**src/rtl/sumador_serial_ctrl.sv**
```systemverilog
// Bit-serial adder sequencer: shifts operands LSB-first through an external
// 1-bit full adder, recirculating the carry, then pulses done with the result.
module sumador_serial_ctrl #(
    parameter int WIDTH = 8
) (
    input  logic             clk,
    input  logic             rst_n,
    input  logic             start,
    input  logic [WIDTH-1:0] a,
    input  logic [WIDTH-1:0] b,
    input  logic             cin,
    output logic             busy,
    output logic             done,
    output logic [WIDTH-1:0] s,
    output logic             cout,
    output logic             fa_a,
    output logic             fa_b,
    output logic             fa_cin,
    input  logic             fa_s,
    input  logic             fa_cout
);

    localparam int CW = (WIDTH > 2) ? $clog2(WIDTH) : 1;
    localparam logic [CW-1:0] LAST = CW'(WIDTH - 1);

    typedef enum logic [1:0] {
        IDLE = 2'd0,
        ADD  = 2'd1,
        DONE = 2'd2
    } state_t;

    state_t           state;
    logic [WIDTH-1:0] sa;
    logic [WIDTH-1:0] sb;
    logic [WIDTH-2:0] ss;
    logic             carry;
    logic [CW-1:0]    count;
    logic [WIDTH-1:0] ss_next;

    // Sum bits enter at the top; the oldest bit falls out of the bottom.
    assign ss_next = {fa_s, ss};

    assign fa_a   = (state == ADD) & sa[0];
    assign fa_b   = (state == ADD) & sb[0];
    assign fa_cin = (state == ADD) & carry;

    always_ff @(posedge clk or negedge rst_n) begin
        if (!rst_n) begin
            state <= IDLE;
            busy  <= 1'b0;
            done  <= 1'b0;
            s     <= '0;
            cout  <= 1'b0;
            sa    <= '0;
            sb    <= '0;
            ss    <= '0;
            carry <= 1'b0;
            count <= '0;
        end else begin
            done <= 1'b0;
            if (state == ADD) begin
                ss    <= ss_next[WIDTH-1:1];
                carry <= fa_cout;
                sa    <= sa >> 1;
                sb    <= sb >> 1;
                count <= count + 1'b1;
                if (count == LAST) begin
                    s     <= ss_next;
                    cout  <= fa_cout;
                    done  <= 1'b1;
                    busy  <= 1'b0;
                    state <= DONE;
                end
            end else if (start) begin
                // IDLE and DONE both accept; DONE->ADD gives back-to-back adds.
                sa    <= a;
                sb    <= b;
                carry <= cin;
                count <= '0;
                busy  <= 1'b1;
                state <= ADD;
            end else begin
                state <= IDLE;
            end
        end
    end

endmodule
```
**config.mk**
```make
export PLATFORM = sky130hd
export DESIGN_NAME = sumador_serial_ctrl
export DESIGN_NICKNAME = d
export VERILOG_FILES = /design/src/rtl/sumador_serial_ctrl.sv
export SDC_FILE = /design/constraint.sdc
export NUM_CORES = 1
export LEC_CHECK = 0
export ABC_AREA = 1
export CAP_MARGIN = 0
export CORE_UTILIZATION = 50
export DETAILED_ROUTE_END_ITERATION = 10
export PLACE_DENSITY = 0.78
export SYNTH_ARGS = -nofsm -noshare
export SYNTH_HDL_FRONTEND = slang
export SYNTH_SLANG_ARGS = --single-unit
```
**constraint.sdc**
```tcl
create_clock -name clk -period 1.5 [get_ports clk]
set_input_delay 0.3 -clock clk [delete_from_list [all_inputs] [get_ports clk]]
set_output_delay 0.3 -clock clk [all_outputs]
set_load 0.005 [all_outputs]
```
==> reports/metrics.sh <==
POSTSYNTHCELLCOUNT=193
ANTENNA_CELLS=0
MAX_CLOCK_FREQ_MHz=712
WORST_EP_ARRIVAL_TIME_NS=1.10
DRTANTENNAVIOLNETS=0
LAYOUT.NETS=264
MULTIINPUTGATEAREA_UM2=617
MULTIPLEXER_FRACTION_OF_THE_SYNTHESIZED_CELL_AREA_PCT=0
SWITCHING_SHARE_PCT=34.5
PLACE.DETAILED.INSTANCES=270
P_INT_W=0.00265
NET-SWITCHING-POWER_W=0.00140
TRITONCTS='built'
VIASPERCELL=5.15
FINAL_PERIOD_DEMAND_OF_THE_WORST_PATH_NS=1.40
PLACE.PORT_BUFFERS=35
SYNTHXORXNORAREAFRAC_PCT=0
TIMING.HOLD.WS_NS=0.329
REMAINING_MAX_SLEW_BUDGET_AT_THE_TIGHTEST_PIN_PCT=69.8
DETAIL_ROUTE.FIRST_PASS.ITERATIONS=4
AVGROUTEDWIREPERCELL_UM=12.7
ANTENNA_FOUND_INITIAL=0
TIMING_WORST_SETUP_PATH_TYPE='flop to primary output'
LAYOUT.CELLS.NON_FILLER=285
YOSYS.AREA.TOP_TYPE='dfrtp_1'
GRTUSAGETOTAL_PCT=23.0
WORSTSETUPENDPOINTTYPE='primary output'
SYNTH_SEQ_CELLS=40
DRC=0
SYNTH_SIMPLE_GATE_AREA_SHARE_PCT=31.6
ASYNC_S_R_FF_SHARE_SYNTH_PCT=100
SYNTH_COMPOUND_GATE_AREA_SHARE_PCT=2.03
SEQUENTIAL_CELL_AREA_MM2=0.00100
SYNTH.AVG_CELL_AREA_UM2=8.96
FILL_CELLS=250
GLOBAL_ROUTE.OVERFLOW_TOTAL=0
CELLPOWERDENSITY_mW_PER_MM2=1790
PLACER_CONGESTION_ESTIMATE=0.761
FINAL_MAX_SLEW_VIOL_COUNT=0
SYNTH_TOP_FAMILY_BY_AREA='simple AND/OR/NAND/NOR gates'
VIA_COUNT_OF_THE_FIRST_GLOBAL_ROUTING_PASS=1413
WORST_IR_DROP_VDD_uV=989
WORST_SKEW_PAIR.LATE_LATENCY_NS=0.35
PIN_SLEW_WITH_THE_LEAST_HEADROOM_TO_ITS_LIMIT_NS=0.453
GRT_PASS1_WL_MM=6.07
CLOCK-SKEW-FINAL_NS=0.00811
SYNTH_FA_HA_AREA_SHARE_PCT=1.45
AREA_GROWTH_SYN_TO_LAYOUT_PCT=30.5
SYNTH_COMMON_CELLS='nand2_1, nand3_1, dfrtp_1'
SYNTH_EDF_COUNT=0
SYN_AREA_MM2=0.00173
CTS_INSERTED_BUFFERS=5
FINAL_LAYOUT_SIZE_SUFFIX_GT1_SHARE_PCT=14.5
DIE_WIDTH_UM=60.8
CRITICAL_PATH_REQUIRED_NS=1.20
NET_COUNT_AFTER_SYNTHESIS=217
FINISH.INSTANCE_AREA_MM2=0.00226
PIN_COUNT=36
YOSYSWARNINGCOUNT=0
DP_AREA_MM2=0.00213
DETAIL_ROUTE.WIRELENGTH_MM=3.61
ROWS=20
YS_TOP_CELLS_BY_AREA='dfrtp_1, nand2_1, nand3_1, inv_1, buf_6'
PATH_CLK_SLEW_NS=0.12
POWER_FRAC_CLOCK_PCT=19.3
DPL.HPWL_MM=2.52
LAYOUT_WORST_PATH_CYCLE_SHARE_PCT=93.6
HOLD_CLASS='primary input to asynchronous set/reset pin'
CP-START-KIND='flop'
DESIGN.DIE.AREA_MM2=0.00370
MAX_CAP_VIOLATIONS=0
SYNTHDOMINANTCELLAREASHARE_PCT=57.9
FINAL_SETUP_VIOLATING_ENDPOINTS=0
PLACEABLECOREAREA_MM2=0.00318
FINISH.UTILIZATION_PCT=71.0
YOSYS_MOST_USED_DFF='dfrtp_1'
SEQ_AREA_FRAC_SYNTH_PCT=57.9
NUM_VIAS=1467
SHARE_COMB_OF_TOTAL_POWER_PCT=37.8
FLOORPLAN.INITIALDENSITY_PCT=54.4
LEAKAGEPOWER_nW=1.17
DRT_ITER0_DRC=88
CTS_ROOT_BUFFER='clkbuf_4'
HTREEDEPTH=2
OUTCOME='finished clean'
HEIGHT_OF_THE_DIE_UM=60.8
PATH_MAX_FANOUT=5
TRITONCTS_NUM_SINKS=40
SYNTHMOSTINSTANTIATEDCELL='nand2_1'
SEQ_POWER_SHARE_PCT=42.9
FINAL_HOLD_VIOL_COUNT=0
SYNTH_CELL_TYPES=16
CTS_MAX_PATH_BUFFERS=2
GRT_START_MAX_NET_PINS=35
==> flip-flops by register name (all words and copies together), names as in the netlist <==
signal and flops:
count 3, busy 1, state 2, carry 1
sb 8, sa 8, ss 7, cout 1
s 8, done 1
==> critical path, cell delays in order, from the launching register on <==
cell     delay, ns
dfrtp_1       0.40
inv_2         0.07
nand2_4       0.07
nor2_1        0.10
buf_2         0.12
==> final cells by class <==
class,instances,area share [%]
Sequential cell,40,44.3
Clock inverter,1,1.33
Timing Repair Buffer,50,19.7
Inverter,12,2.00
Clock buffer,7,2.88
Multi-Input combinational cell,131,27.3
Tap cell,44,2.44
==> power by group through the flow <==
stage	Combinational [W]	Sequential (W)	Clock, W
floorplan	0.000933	0.00173	0
global placement	0.00146	0.00174	0
detailed placement	0.00153	0.00177	0
CTS	0.00153	0.00174	0.000803
global route	0.00173	0.00180	0.000847
finish	0.00153	0.00174	0.000783
==> stage by stage <==
stage          setup TNS, ns  setup WS [ns]  power (W)
2_1_floorplan              0          0.266    0.00267
3_3_place_gp               0         0.0849    0.00319
3_5_place_dp               0         0.0442    0.00331
4_1_cts             -0.00511       -0.00511    0.00407
5_1_grt             -0.00131       -0.00131    0.00438
6_report                   0         0.0962    0.00405
==> cell usage in the layout (no fill, tap or decap), types with 5 or more instances in the layout <==
cell,netlist,layout
clkbuf_4,0,5
o21ai_0,6,6
buf_4,3,13
nand3_1,46,46
dlygate4sd2_1,0,11
nand2_1,65,65
inv_1,11,10
dfrtp_1,40,40
clkdlybuf4s50_1,0,20
==> worst paths after layout <==
kind	from	endpoint	slack (ns)	cells past startpoint
worst max-delay path	state[1]	fa_b	0.1	4
min in group clk	s[6]	s[6]	0.48	2
max in group asynchronous	rst_n	carry	0.73	3
worst min register to register	s[6]	s[6]	0.48	2
worst min-delay path	rst_n	s[3]	0.33	2
worst max register to register	state[1]	s[0]	0.11	6
==> metal layers <==
| layer | global-route usage (%) | vias up | part of all wire, % |
|---|---|---|---|
| li1 | - | 712 | - |
| met1 | 25.5 | 710 | 41 |
| met2 | 42.7 | 36 | 53 |
| met3 | 4.48 | 9 | 3.4 |
| met4 | 9.74 | 0 | 2.4 |
| met5 | 0 | - | 0 |
==> cell families (layout without fill, tap and decap cells) <==
family          count (synthesis)  after routing
fa+ha+maj                       2              2
flops                          40             40
buf+inv                        22             70
simple gates                  122            122
compound gates                  7              7
==> timing repair <==
action,CTS,global route
gates resized for setup,26,1
endpoints found under the hold margin,6,0
endpoints found under the setup margin,14,2
pin swaps,1,0
setup buffers,4,2
hold buffers,1,0
(Power assumes the default switching activity.)
